<file path="config.mk">
export PLATFORM = sky130hd
export DESIGN_NAME = urv_dbg_mailbox
export DESIGN_NICKNAME = d
export VERILOG_FILES = /design/src/rtl/urv_dbg_mailbox_pkg.sv /design/src/rtl/urv_dbg_fifo.sv /design/src/rtl/urv_dbg_mailbox.sv
export SDC_FILE = /design/constraint.sdc
export NUM_CORES = 1
export LEC_CHECK = 0
export CAP_MARGIN = 5
export CORE_ASPECT_RATIO = 2
export CORE_MARGIN = 2
export CORE_UTILIZATION = 55
export CTS_CLUSTER_DIAMETER = 80
export CTS_CLUSTER_SIZE = 16
export DETAILED_ROUTE_END_ITERATION = 8
export GPL_ROUTABILITY_DRIVEN = 0
export GPL_TIMING_DRIVEN = 1
export PLACE_DENSITY = 0.82
export SLEW_MARGIN = 20
export SYNTH_ARGS = -nofsm -noshare
export SYNTH_HDL_FRONTEND = slang
export SYNTH_SLANG_ARGS = --single-unit
export TNS_END_PERCENT = 100
</file>
<file path="constraint.sdc">
create_clock -name clk_i -period 27.7 [get_ports clk_i]
set_input_delay 5.54 -clock clk_i [delete_from_list [all_inputs] [get_ports clk_i]]
set_output_delay 5.54 -clock clk_i [all_outputs]
set_load 0.01 [all_outputs]
</file>
<file path="src/rtl/urv_dbg_mailbox_pkg.sv">
// Shared DBGSTATUS layout for the uRV debug mailbox: bit positions, field offsets
// and a packed view of the status word.
package urv_dbg_mailbox_pkg;

    localparam int MBXI_NE   = 0;
    localparam int MBXO_NE   = 1;
    localparam int MBXI_FULL = 2;
    localparam int MBXO_FULL = 3;
    localparam int MBXI_OVF  = 4;
    localparam int MBXO_OVF  = 5;
    localparam int MBXI_CNT  = 8;
    localparam int MBXO_CNT  = 16;

    localparam int STATUS_W  = 32;
    localparam int CNT_W     = 8;

    // Field order mirrors the offsets above, MSB first.
    typedef struct packed {
        logic [7:0]       reserved_hi;
        logic [CNT_W-1:0] mbxo_cnt;
        logic [CNT_W-1:0] mbxi_cnt;
        logic [1:0]       reserved_lo;
        logic             mbxo_ovf;
        logic             mbxi_ovf;
        logic             mbxo_full;
        logic             mbxi_full;
        logic             mbxo_ne;
        logic             mbxi_ne;
    } dbg_status_t;

endpackage

</file>
<file path="src/rtl/urv_dbg_fifo.sv">
// Synchronous first-word-fall-through FIFO used for both mailbox directions.
// Pushes into a full FIFO are dropped and reported on the overflow pulse.
module urv_dbg_fifo #(
    parameter int DEPTH_LOG2 = 2,
    parameter int WIDTH      = 32
) (
    input  logic                  clk_i,
    input  logic                  rst_i,
    input  logic                  push,
    input  logic                  pop,
    input  logic [WIDTH-1:0]      data,
    output logic [WIDTH-1:0]      head,
    output logic [DEPTH_LOG2:0]   count,
    output logic                  empty,
    output logic                  full,
    output logic                  overflow
);

    localparam int DEPTH = 1 << DEPTH_LOG2;
    localparam int PW    = (DEPTH_LOG2 > 0) ? DEPTH_LOG2 : 1;

    logic [WIDTH-1:0] mem [DEPTH];
    logic [PW-1:0]    rd_ptr;
    logic [PW-1:0]    wr_ptr;
    logic             do_push;
    logic             do_pop;

    function automatic logic [PW-1:0] ptr_inc(input logic [PW-1:0] p);
        if (p == PW'(DEPTH - 1)) begin
            return '0;
        end
        return p + 1'b1;
    endfunction

    assign empty    = (count == '0);
    assign full     = (count == (DEPTH_LOG2 + 1)'(DEPTH));
    assign do_pop   = pop && !empty;
    // A pop in the same cycle frees the slot, so a push into a full FIFO still lands.
    assign do_push  = push && (!full || pop);
    assign overflow = push && full && !pop;
    assign head     = mem[rd_ptr];

    always_ff @(posedge clk_i or posedge rst_i) begin
        if (rst_i) begin
            rd_ptr <= '0;
            wr_ptr <= '0;
            count  <= '0;
            for (int i = 0; i < DEPTH; i++) begin
                mem[i] <= '0;
            end
        end else begin
            if (do_push) begin
                mem[wr_ptr] <= data;
                wr_ptr      <= ptr_inc(wr_ptr);
            end
            if (do_pop) begin
                rd_ptr <= ptr_inc(rd_ptr);
            end
            if (do_push && !do_pop) begin
                count <= count + 1'b1;
            end else if (do_pop && !do_push) begin
                count <= count - 1'b1;
            end
        end
    end

endmodule

</file>
<file path="src/rtl/urv_dbg_mailbox.sv">
// Bidirectional core/debugger mailbox: MBXO (core->debugger), MBXI (debugger->core).
// Sticky overflow flags exist only when URV_DBG_MBX_OVF_EN is defined.
module urv_dbg_mailbox
    import urv_dbg_mailbox_pkg::*;
#(
    parameter int DEPTH_LOG2 = 2,
    parameter int WIDTH      = 32
) (
    input  logic                  clk_i,
    input  logic                  rst_i,
    input  logic                  csr_mbxo_push_i,
    input  logic [WIDTH-1:0]      csr_mbxo_data_i,
    input  logic                  csr_mbxi_pop_i,
    output logic [WIDTH-1:0]      csr_mbxi_data_o,
    input  logic                  csr_status_we_i,
    input  logic [STATUS_W-1:0]   csr_status_wdata_i,
    output logic [STATUS_W-1:0]   csr_status_o,
    input  logic                  dbg_mbxi_write_i,
    input  logic [WIDTH-1:0]      dbg_mbxi_data_i,
    output logic                  dbg_mbxi_full_o,
    input  logic                  dbg_mbxo_read_i,
    output logic [WIDTH-1:0]      dbg_mbxo_data_o,
    output logic                  dbg_mbxo_full_o
);

    logic [DEPTH_LOG2:0] mbxi_count;
    logic [DEPTH_LOG2:0] mbxo_count;
    logic                mbxi_empty;
    logic                mbxo_empty;
    logic                mbxi_full;
    logic                mbxo_full;
    logic                mbxi_ovf_pulse;
    logic                mbxo_ovf_pulse;
    logic                mbxi_ovf;
    logic                mbxo_ovf;
    logic                unused_status;
    dbg_status_t         status;

    urv_dbg_fifo #(
        .DEPTH_LOG2 (DEPTH_LOG2),
        .WIDTH      (WIDTH)
    ) u_mbxi (
        .clk_i    (clk_i),
        .rst_i    (rst_i),
        .push     (dbg_mbxi_write_i),
        .pop      (csr_mbxi_pop_i),
        .data     (dbg_mbxi_data_i),
        .head     (csr_mbxi_data_o),
        .count    (mbxi_count),
        .empty    (mbxi_empty),
        .full     (mbxi_full),
        .overflow (mbxi_ovf_pulse)
    );

    urv_dbg_fifo #(
        .DEPTH_LOG2 (DEPTH_LOG2),
        .WIDTH      (WIDTH)
    ) u_mbxo (
        .clk_i    (clk_i),
        .rst_i    (rst_i),
        .push     (csr_mbxo_push_i),
        .pop      (dbg_mbxo_read_i),
        .data     (csr_mbxo_data_i),
        .head     (dbg_mbxo_data_o),
        .count    (mbxo_count),
        .empty    (mbxo_empty),
        .full     (mbxo_full),
        .overflow (mbxo_ovf_pulse)
    );

`ifdef URV_DBG_MBX_OVF_EN
    // A new overflow in the same cycle as a W1C clear keeps the flag set.
    always_ff @(posedge clk_i or posedge rst_i) begin
        if (rst_i) begin
            mbxi_ovf <= 1'b0;
            mbxo_ovf <= 1'b0;
        end else begin
            mbxi_ovf <= mbxi_ovf_pulse ||
                        (mbxi_ovf && !(csr_status_we_i && csr_status_wdata_i[MBXI_OVF]));
            mbxo_ovf <= mbxo_ovf_pulse ||
                        (mbxo_ovf && !(csr_status_we_i && csr_status_wdata_i[MBXO_OVF]));
        end
    end

    assign unused_status = ^{csr_status_wdata_i[31:6], csr_status_wdata_i[3:0]};
`else
    assign mbxi_ovf      = 1'b0;
    assign mbxo_ovf      = 1'b0;
    assign unused_status = ^{csr_status_we_i, csr_status_wdata_i,
                             mbxi_ovf_pulse, mbxo_ovf_pulse};
`endif

    always_comb begin
        status             = '0;
        status.mbxi_ne     = !mbxi_empty;
        status.mbxo_ne     = !mbxo_empty;
        status.mbxi_full   = mbxi_full;
        status.mbxo_full   = mbxo_full;
        status.mbxi_ovf    = mbxi_ovf;
        status.mbxo_ovf    = mbxo_ovf;
        status.mbxi_cnt    = CNT_W'(mbxi_count);
        status.mbxo_cnt    = CNT_W'(mbxo_count);
    end

    assign csr_status_o    = status;
    assign dbg_mbxi_full_o = mbxi_full;
    assign dbg_mbxo_full_o = !mbxo_empty;

endmodule

</file>
# Yosys cells after proc, flatten, opt, wreduce, memory -nomap -nowiden
# Index checks and enable logic that the tools add are counted.
dict set report word_totals {
  wordCells 94
  reg_bits 270
  input_bits 103
  output_inout_bits 98
}
dict set report op_classes {
  n_bitwise 4
  order_cmp 6
  addsub 8
  muxes 32
  n_reduce_logical 24
  n_eq_ne 6
}
# cell n
set ops {}
lappend ops {{128-bit bitwise mux} 2}
lappend ops {{32-bit two-way mux} 6}
lappend ops {{32-bit binary-select mux with 2-bit select} 2}
lappend ops {{32-bit demux with 2-bit select} 2}
lappend ops {{2-bit two-way mux} 8}
lappend ops {{3-bit >= comparator, second input constant} 4}
lappend ops {{3-bit two-way mux} 4}
lappend ops {{2-bit NOT with 3-bit output} 4}
lappend ops {{1-bit logical AND} 10}
lappend ops {{2-bit by 1-bit adder with 2-bit output, second input constant} 4}
lappend ops {{2-bit equality test, second input constant} 4}
lappend ops {{1-bit logical NOT} 8}
lappend ops {{1-bit two-way mux} 8}
lappend ops {{3-bit by 1-bit adder with 3-bit output, second input constant} 2}
lappend ops {{3-bit equality test, second input constant} 2}
lappend ops {{3-bit logical NOT} 2}
lappend ops {{3-bit by 1-bit < comparator with 1-bit output, second input constant} 2}
lappend ops {{3-bit by 1-bit subtractor with 3-bit output, second input constant} 2}
lappend ops {{2-bit nonzero test} 2}
lappend ops {{1-bit logical OR} 2}

# Logic depth before layout (Yosys ltp)
# Gate-level depths: netlist (run 1).
dict set report depth {
  word_depth 8
  mapped_depth 8
  depth_no_buf 8
}

# Hierarchy
# Synthesis (run 1) repeated with hierarchy kept, for this count alone.
dict set report unflattened {
  cells_unflattened 730
  hier_area_um2 12208.0
}
# mod area_per_inst_um2 cells_per_inst n_inst
set modules_own_cells {}
lappend modules_own_cells {urv_dbg_fifo 6004.5 351 2}
lappend modules_own_cells {urv_dbg_mailbox 198.9 28 1}

# Least setup slack after synthesis (run 1)
# OpenSTA, ideal clock, no wires.
dict set report synth_path {
  path_kind {input port to flip-flop}
  start {in dbg_mbxo_read_i}
  end {reg u_mbxo.count[1]}
  setup_time_ns 0.125
  t_arrival_ns 6.986
  cell_stages 6
  path_buffers 0
  slack_ns 20.589
  path_cell_list {nor4b_4 -> and2b_2 -> ha_1 -> inv_1 -> fa_1 -> mux2_2}
}
dict set report synth_between {
  elab_chain_len 5
  word_cells_on_any_way 9
}
# item line
set synth_lines {}
lappend synth_lines {{start: declaration} urv_dbg_mailbox.sv:21} ;# input logic dbg_mbxo_read_i,
lappend synth_lines {{1-bit logical OR *} urv_dbg_fifo.sv:39} ;# assign do_push = push && (!full || pop);
lappend synth_lines {{1-bit logical AND *} urv_dbg_fifo.sv:39}
lappend synth_lines {{named net u_mbxo.do_push} urv_dbg_fifo.sv:25} ;# logic do_push;
lappend synth_lines {{1-bit logical NOT} urv_dbg_fifo.sv:61} ;# end else if (do_pop && !do_push) begin
lappend synth_lines {{1-bit logical AND} urv_dbg_fifo.sv:61}
lappend synth_lines {{2-bit nonzero test (no source line)} n/a}
lappend synth_lines {{end signal: assignment} urv_dbg_fifo.sv:60} ;# count <= count + 1'b1;
lappend synth_lines {{end signal: assignment} urv_dbg_fifo.sv:62} ;# count <= count - 1'b1;
lappend synth_lines {{end: declaration} urv_dbg_fifo.sv:13} ;# output logic [DEPTH_LOG2:0] count,
# The timed path passes the listed nets; every way through them passes the cells marked *.
# A chain may end at the register's enable or synchronous reset.

# Worst setup path after layout (run 1)
dict set report layout_path {
  start {reg u_mbxo.rd_ptr[0]}
  end {out dbg_mbxo_data_o[30]}
}
dict set report layout_between {
  elab_chain_len 4
}
# item line
set layout_lines {}
lappend layout_lines {{start: declaration} urv_dbg_fifo.sv:23} ;# logic [PW-1:0] rd_ptr;
lappend layout_lines {{start signal: assignment} urv_dbg_fifo.sv:57} ;# rd_ptr <= ptr_inc(rd_ptr);
lappend layout_lines {{2-bit NOT with 3-bit output (not written as such)} urv_dbg_fifo.sv:41} ;# assign head = mem[rd_ptr];
lappend layout_lines {{32-bit binary-select mux with 2-bit select} urv_dbg_fifo.sv:41}
lappend layout_lines {{32-bit two-way mux (not written as such) (2 in series)} urv_dbg_fifo.sv:41}
lappend layout_lines {{end: declaration} urv_dbg_mailbox.sv:22} ;# output logic [WIDTH-1:0] dbg_mbxo_data_o,
# No other way between the ends. The select of a mux whose other input is x is not followed.

==> results of run 1 <==
## synth_stat cells
library cell    n
buf_2           9
conb_1          1
nor2_1         14
and2b_2         1
and2b_1         1
mux2_2        266
ha_1           12
clkbuf_1        6
or3_2           1
nor4b_4         2
or3_1           1
xnor2_1         2
mux4_2         64
buf_1           1
nor3b_1         2
nand2_1        10
xor2_1          4
dfrtp_1       270
buf_6          24
buf_4          25
fa_1            2
inv_1           7
## kinds of logic after synthesis
family,Yosys count,share of synthesized area (%)
fa+ha+maj,14,1.56
xor+xnor,6,0.432
flops,270,55.5
mux,330,36.4
other cells,1,0.0308
simple gates,32,1.50
buf+inv,72,4.56
## layout make-up
cell class,instances,area share (%)
diodes,1,0.0176
clock buffers,24,3.84
inverters,7,0.237
multi-input cells,404,35.0
flip-flops and latches,270,47.4
well taps,276,2.42
repair buffers,157,11.1
## power breakdown
| group | switching (mW) | total [mW] | internal [mW] | leakage (nW) |
|---|---|---|---|---|
| Combinational | 0.312 | 0.856 | 0.544 | 2.36 |
| Clock | 0.128 | 0.266 | 0.138 | 0.268 |
| Sequential | 0.122 | 0.721 | 0.598 | 3.19 |
## metal layers
layer | wire length (um) | vias to the layer above | global-route usage [%]
met1 | 9120 | 3445 | 25.9
met5 | 0 | - | 0
met2 | 12900 | 138 | 37.2
met3 | 1020 | 31 | 3.65
li1 | - | 2872 | -
met4 | 652 | 0 | 7.26
## flip-flops by register name, summed over array words and instances (netlist names)
register / flops
u_mbxo.count: 3
u_mbxi.mem: 128
u_mbxi.rd_ptr: 2
u_mbxo.rd_ptr: 2
u_mbxo.wr_ptr: 2
u_mbxi.count: 3
u_mbxi.wr_ptr: 2
u_mbxo.mem: 128
## final timing paths
| path | slack (ps) | from | endpoint |
|---|---|---|---|
| max | 19180 | u_mbxo.rd_ptr[0]$_DFFE_PP0P_ | dbg_mbxo_data_o[30] |
| min | 500 | u_mbxo.mem[77]$_DFFE_PP0P_ | u_mbxo.mem[77]$_DFFE_PP0P_ |
| max reg2reg | 25150 | u_mbxo.count[0]$_DFFE_PP0P_ | u_mbxo.count[1]$_DFFE_PP0P_ |
| min reg2reg | 500 | u_mbxo.mem[77]$_DFFE_PP0P_ | u_mbxo.mem[77]$_DFFE_PP0P_ |
| max in group asynchronous | 20630 | rst_i | u_mbxo.rd_ptr[1]$_DFFE_PP0P_ |
| min in group asynchronous | 5600 | rst_i | u_mbxi.mem[39]$_DFFE_PP0P_ |
## through the flow
step	instance area (um2)	power, mW
after CTS	14200	1.86
after detailed placement	13600	1.59
after global routing	14300	1.96
after floorplan	12300	1.26
after global placement	13600	1.56
final	14300	1.84
## placed cells by master (no fill, tap or decap), types with 2 or more instances in the layout
cell,Yosys,layout
buf_16,0,2
buf_4,25,9
clkbuf_1,6,2
clkbuf_16,0,21
clkdlybuf4s50_1,0,145
conb_1,1,22
dfrtp_1,270,268
dfrtp_2,0,2
fa_1,2,2
ha_1,12,12
inv_1,7,6
mux2_2,266,266
mux4_2,64,64
nand2_1,10,10
nor2_1,14,6
nor2_2,0,4
nor2_4,0,4
nor3b_1,2,2
nor4b_4,2,2
xnor2_1,2,2
xor2_1,4,4
==> flow_summary.ini, run 1 <==
[detailed_routing]
drtIter0Drc = 241
ant_nets = 0
drt_pass1_iterations = 4
via_count = 6486
drcViolationCount = 0
routed_wl_mm = 23.7
wl_per_cell_um = 20.8
via_per_inst = 5.69

[floorplan]
die-area_um2 = 23400
coreArea_um2 = 22000
initial_core_util_pct = 55.4
dieWidth_um = 109
die_h_um = 214
num_rows = 77
io_pins = 201

[global_routing]
grt_util_all_layers_pct = 21.1
grt_remaining_overflow = 0
grt_pass1_wl_mm = 38.6
grt_max_degree = 117
grt_pass1_vias = 7195
antenna_found_initial = 1

[cts]
cts_made_buffers = 20
clock_latency_ps = 500
clk_pin_slew_worst_paths_ps = 70
cts_root_buf = clkbuf_16
cts_tree = yes
clock-sinks = 270
cts_resized = 0
cts_hold_buf = 0
cts_setup_buffers = 0
htreeDepth = 1
clockBufferDepth = 3

[critical_path]
worst-path-stages = 3
path_delay_family = flip-flops
crit_chain = buf_4 -> mux4_2 -> clkdlybuf4s50_1
cp.buffers_inverters = 2
cp-end-kind = output port
startpoint_type = flip-flop
cp.arrival_ps = 2980
worstPathRequired_ps = 22160
path_class = flip-flop to output port
critPathMaxFanout = 21
max_stage_delay_ps = 990
rr_worst_depth = 6
slowest_stage = dfrtp_1

[run]
maxCapViolations = 0

[logic_synthesis]
yosysWarnings = 0
seq_area_frac_synth_pct = 55.5
synth_top_cell_by_area = dfrtp_1
syn_inst = 725
netlist_area_um2 = 12200
synth_area_leaders = dfrtp_1, mux2_2, mux4_2
ys_ff_latch = 270
syn_avg_cell_area_um2 = 16.8
yosys.cell_types.count = 22
synth_top_area_share_pct = 55.5

[sta]
finalHoldViolations = 0
worst_slack_ps = 19180
report.final.slew_viol_count = 0
slew_headroom_pct = 25.4
finalCritPeriodShare_pct = 30.8
fin_tns_setup_ps = 0
fin_crit_ps = 8520
worst_pin_slew_ps = 1120
fin_worst_skew_ps = 9.94
setup_viol = 0
fmax_ghz = 0.117
rsz0062_at_grt = false
holdWs_ps = 501

[cells_and_area]
area_delta_synth_final_pct = 17.1
n_fill_cell = 1577
drive_above_1_share_pct = 44.0
fin_nets = 977
final_util_pct = 64.9
multi_input_area_um2 = 4980
seq_area_um2 = 6760
layout.cells.non_filler = 1139

[hold_path]
worstHoldPathType = flip-flop to flip-flop
holdPathStages = 1

[placed_design]
portBuffers = 145
dp_hpwl_mm = 15.1
pre_cts_slack_ps = 19670
dp_cells = 1112

[status]
status = completed

[pwr]
leakagePower_nw = 5.82
vdd_drop_max_uv = 77.3
powerDensity_nw_per_um2 = 129
Note: power is estimated with default switching activity, not from simulation.
==> run 2: changes to the inputs <==
--- a/config.mk
+++ b/config.mk
@@ -8,13 +8,13 @@
 export CAP_MARGIN = 5
 export CORE_ASPECT_RATIO = 2
 export CORE_MARGIN = 2
-export CORE_UTILIZATION = 55
+export CORE_UTILIZATION = 54
 export CTS_CLUSTER_DIAMETER = 80
 export CTS_CLUSTER_SIZE = 16
 export DETAILED_ROUTE_END_ITERATION = 8
 export GPL_ROUTABILITY_DRIVEN = 0
 export GPL_TIMING_DRIVEN = 1
-export PLACE_DENSITY = 0.82
+export PLACE_DENSITY = 0.81
 export SLEW_MARGIN = 20
 export SYNTH_ARGS = -nofsm -noshare
 export SYNTH_HDL_FRONTEND = slang
==> constraint.sdc (replaced) <==
create_clock -name clk_i -period 8.92 [get_ports clk_i]
set_input_delay 1.784 -clock clk_i [delete_from_list [all_inputs] [get_ports clk_i]]
set_output_delay 1.784 -clock clk_i [all_outputs]
set_load 0.01 [all_outputs]
==> flow_summary.ini, run 2 (same netlist as run 1, synthesis figures left out) <==
[status]
status = completed

[placed_design]
dp_cells = 1114
portBuffers = 145
dp_hpwl_mm = 14.6
pre_cts_slack_ps = 4610
dpl_cell_area_um2 = 13700

[floorplan]
dieWidth_um = 110
die-area_um2 = 23800
initial_core_util_pct = 55.0
coreArea_um2 = 22200
num_rows = 77
die_h_um = 216
io_pins = 201

[detailed_routing]
via_per_inst = 5.66
routed_wl_mm = 22.9
via_count = 6448
drt_pass1_iterations = 4
drcViolationCount = 0
wl_per_cell_um = 20.1
drtIter0Drc = 245
ant_nets = 0

[global_routing]
grt_pass1_vias = 7205
grt_remaining_overflow = 0
grt_max_degree = 191
grt_util_all_layers_pct = 20.0
antenna_found_initial = 0
grt_pass1_wl_mm = 37.3

[cts]
clk_pin_slew_worst_paths_ps = 70
cts_tree = yes
cts_root_buf = clkbuf_16
cts_made_buffers = 20
clock_latency_ps = 500
htreeDepth = 1
cts_setup_buffers = 0
cts_hold_buf = 0
cts_resized = 0
clockBufferDepth = 3
clock-sinks = 270

[critical_path]
cp.arrival_ps = 2750
startpoint_type = flip-flop
worstPathRequired_ps = 7140
reg2reg_slack_ps = 6480
critPathMaxFanout = 22
cp-end-kind = output port
path_class = flip-flop to output port

[sta]
report.final.slew_viol_count = 0
fmax_ghz = 0.221
finalHoldViolations = 0
fin_tns_setup_ps = 0
worst_pin_slew_ps = 1100
worst_slack_ps = 4390
rsz0062_at_grt = false
holdWs_ps = 502
fin_crit_ps = 4530
finalCritPeriodShare_pct = 50.8
slew_headroom_pct = 26.3
fin_worst_skew_ps = 8.77
setup_viol = 0

[pwr]
leakagePower_nw = 5.83
vdd_drop_max_uv = 290
powerDensity_nw_per_um2 = 398
p_total_mw = 5.68

[cells_and_area]
mostFrequentLayoutCell = dfrtp_1
layout.cells.non_filler = 1140
n_antenna_cell = 0
fin_nets = 979
top_regs = u_mbxi.mem (128), u_mbxo.mem (128)
final_cell_mix = dfrtp_1, mux2_2, clkdlybuf4s50_1
final_util_pct = 64.4
n_fill_cell = 1611
drive_above_1_share_pct = 44.1
area_delta_synth_final_pct = 17.2
finalInstanceArea_um2 = 14300

[hold_path]
worstHoldPathType = flip-flop to flip-flop

[run]
maxCapViolations = 0
==> run 2: cell count changes in the layout (fill, tap and decap cells not counted), sizes merged <==
| cell | delta |
|---|---|
| inv | -1 |
| buf | +2 |
| clkinvlp | +1 |
| diode | -1 |
==> run 2: final cells by class <==
type | instances | area (um2) | area share, %
inverter | 7 | 30.0 | 0.210
clock buffer | 24 | 547 | 3.83
sequential | 270 | 6760 | 47.4
multi-input combinational | 404 | 4970 | 34.9
timing repair buffer | 159 | 1610 | 11.3
tap | 276 | 345 | 2.42
==> run 2: worst max-delay path, cell delays in order (launching register included) <==
cell	delay, ps
dfrtp_2	650
buf_4	490
mux4_2	590
clkdlybuf4s50_1	500
==> run 2: routing by layer <==
metal  wire [um]  vias up  global-route usage (%)
met5           0        -                       0
met4         398        0                    5.46
met3        1190       22                    3.85
met2       12700      130                    36.7
met1        8650     3427                    23.3
li1            -     2869                       -
==> run 2: path summary, 6_finish.rpt <==
path                                                   start                           end  cells after the start
worst max-delay path            u_mbxi.rd_ptr[0]$_DFFE_PP0P_           csr_mbxi_data_o[28]                      3
worst min-delay path              u_mbxi.mem[35]$_DFFE_PP0P_    u_mbxi.mem[35]$_DFFE_PP0P_                      1
worst max register to register   u_mbxo.count[0]$_DFFE_PP0P_   u_mbxo.count[1]$_DFFE_PP0P_                      6
worst min register to register    u_mbxi.mem[35]$_DFFE_PP0P_    u_mbxi.mem[35]$_DFFE_PP0P_                      1
max in group asynchronous                              rst_i  u_mbxo.rd_ptr[1]$_DFFE_PP0P_                      5
min in group asynchronous                              rst_i    u_mbxo.mem[76]$_DFFE_PP0P_                      3
==> run 2: power breakdown <==
group          switching, mW  internal (mW)  leakage (nW)
Combinational          0.952           1.69          2.37
Sequential             0.362           1.86          3.19
Clock                  0.392          0.428         0.268
==> run 3: changes to the inputs <==
--- a/config.mk
+++ b/config.mk
@@ -8,13 +8,13 @@
 export CAP_MARGIN = 5
 export CORE_ASPECT_RATIO = 2
 export CORE_MARGIN = 2
-export CORE_UTILIZATION = 54
+export CORE_UTILIZATION = 48
 export CTS_CLUSTER_DIAMETER = 80
 export CTS_CLUSTER_SIZE = 16
 export DETAILED_ROUTE_END_ITERATION = 8
 export GPL_ROUTABILITY_DRIVEN = 0
 export GPL_TIMING_DRIVEN = 1
-export PLACE_DENSITY = 0.81
+export PLACE_DENSITY = 0.76
 export SLEW_MARGIN = 20
 export SYNTH_ARGS = -nofsm -noshare
 export SYNTH_HDL_FRONTEND = slang
==> constraint.sdc (replaced) <==
create_clock -name clk_i -period 3.8 [get_ports clk_i]
set_input_delay 0.76 -clock clk_i [delete_from_list [all_inputs] [get_ports clk_i]]
set_output_delay 0.76 -clock clk_i [all_outputs]
set_load 0.01 [all_outputs]
==> flow_summary.ini, run 3 (same netlist as run 1, synthesis figures left out) <==
[critical_path]
worst-path-stages = 3
critPathMaxFanout = 15
path_class = flip-flop to output port
cp-end-kind = output port
reg2reg_slack_ps = 1460
rr_worst_depth = 8
max_stage_delay_ps = 890
r2r_start = u_mbxo.count[0]$_DFFE_PP0P_
startpoint_type = flip-flop
slowest_stage = dfrtp_1
cp.arrival_ps = 2600
worstPathRequired_ps = 3040
crit-reg2reg-capture = u_mbxo.count[2]$_DFFE_PP0P_
path_delay_family = flip-flops
crit_chain = buf_4 -> mux4_2 -> clkdlybuf4s50_1
cp.buffers_inverters = 2

[cts]
cts_setup_buffers = 0
clk_pin_slew_worst_paths_ps = 70
cts_tree = yes
clock-sinks = 270
cts_root_buf = clkbuf_16
clock_latency_ps = 510
clockBufferDepth = 3
cts_hold_buf = 0
cts_made_buffers = 20
cts_resized = 0
htreeDepth = 1

[pwr]
p_sw_share_pct = 30.0
powerDensity_nw_per_um2 = 927
vdd_drop_max_uv = 516
clkPwrFrac_pct = 14.6
pwr-share-comb_pct = 46.3
pwr-share-seq_pct = 39.0
switching_power_mw = 4.01
leakagePower_nw = 5.88
p_total_mw = 13.4
p_int_mw = 9.37

[global_routing]
grt_util_all_layers_pct = 17.8
grt_remaining_overflow = 0
grt_max_degree = 127
antenna_found_initial = 0
grt_pass1_vias = 7285
grt_pass1_wl_mm = 37.8

[sta]
holdWs_ps = 502
finalCritPeriodShare_pct = 88.4
fin_tns_setup_ps = 0
finalHoldViolations = 0
slew_headroom_pct = 44.7
rsz0062_at_grt = false
fin_crit_ps = 3360
setup_viol = 0
report.final.slew_viol_count = 0
worst_pin_slew_ps = 829
fin_worst_skew_ps = 10.2
fmax_ghz = 0.298

[cells_and_area]
drive_above_1_share_pct = 44.7
top_regs = u_mbxi.mem (128), u_mbxo.mem (128)
area_delta_synth_final_pct = 18.5
mostFrequentLayoutCell = dfrtp_1
final_cell_mix = dfrtp_1, mux2_2, clkdlybuf4s50_1
layout.cells.non_filler = 1209
n_antenna_cell = 0
fin_nets = 988
finalInstanceArea_um2 = 14400

[detailed_routing]
via_count = 6490
via_per_inst = 5.37
ant_nets = 0
drt_pass1_iterations = 4
drcViolationCount = 0
drtIter0Drc = 200
routed_wl_mm = 23.0
wl_per_cell_um = 19.0

[floorplan]
io_pins = 201
die-area_um2 = 26700
num_rows = 82
die_h_um = 229
initial_core_util_pct = 48.6
dieWidth_um = 117
coreArea_um2 = 25000

[hold_path]
whs_endpoint = u_mbxo.mem[88]$_DFFE_PP0P_
worstHoldPathType = flip-flop to flip-flop
min_from = u_mbxo.mem[88]$_DFFE_PP0P_
holdPathStages = 1

[run]
maxCapViolations = 0

[placed_design]
dp_hpwl_mm = 15.2
dpl_cell_area_um2 = 13900
dp_cells = 1185
portBuffers = 145

[status]
status = completed
==> run 3: power by group through the flow <==
| stage | clock [mW] | combinational, mW | sequential [mW] |
|---|---|---|---|
| after floorplan | 0 | 4.25 | 4.94 |
| after global placement | 0 | 6.22 | 5.21 |
| after detailed placement | 0 | 6.31 | 5.31 |
| after CTS | 2.03 | 6.33 | 5.25 |
| after global routing | 2.13 | 6.69 | 5.44 |
| final | 1.96 | 6.20 | 5.23 |
==> run 3: cell type report <==
class,count,area [um2]
Clock buffer,24,547
Fill cell,2006,10600
Inverter,7,30.0
Multi-Input combinational cell,404,4980
Sequential cell,270,6760
Tap cell,336,420
Timing Repair Buffer,168,1690
==> run 3: routing by layer <==
layer / track usage [%] / up-vias / share of wire (%)
met3: 3.33 / 37 / 5.2
met2: 33.0 / 132 / 55
met4: 5.18 / 0 / 2.3
met5: 0 / - / 0
met1: 20.4 / 3447 / 37
li1: - / 2874 / -
==> run 3: how the worst max path moves through the flow <==
stage	from	end	slack [ps]
2_1_floorplan	rst_i	u_mbxi.count[0]$_DFFE_PP0P_	-530
3_3_place_gp	dbg_mbxo_read_i	u_mbxo.count[1]$_DFFE_PP0P_	830
3_5_place_dp	dbg_mbxo_read_i	u_mbxo.count[1]$_DFFE_PP0P_	790
4_1_cts	u_mbxo.rd_ptr[0]$_DFFE_PP0P_	dbg_mbxo_data_o[12]	350
5_1_grt	u_mbxo.rd_ptr[0]$_DFFE_PP0P_	dbg_mbxo_data_o[12]	320
6_report	u_mbxo.rd_ptr[0]$_DFFE_PP0P_	dbg_mbxo_data_o[12]	440
==> run 3: worst reg2reg max path, delay by kind of cell, from the launching register on <==
family                     cells  cell delay [ps]
and+or+nand+nor                3              810
adders and majority gates      2              590
DFF                            1              480
xor gates and xnor gates       2              330
buffers and inverters          1               60
==> run 3: per-stage QoR <==
stage          util [%]  setup WS (ps)
4_1_cts            57.6            349
2_1_floorplan         -           -527
3_5_place_dp       55.4            792
5_1_grt            57.6            317
3_3_place_gp       55.4            831
6_report           57.6            441
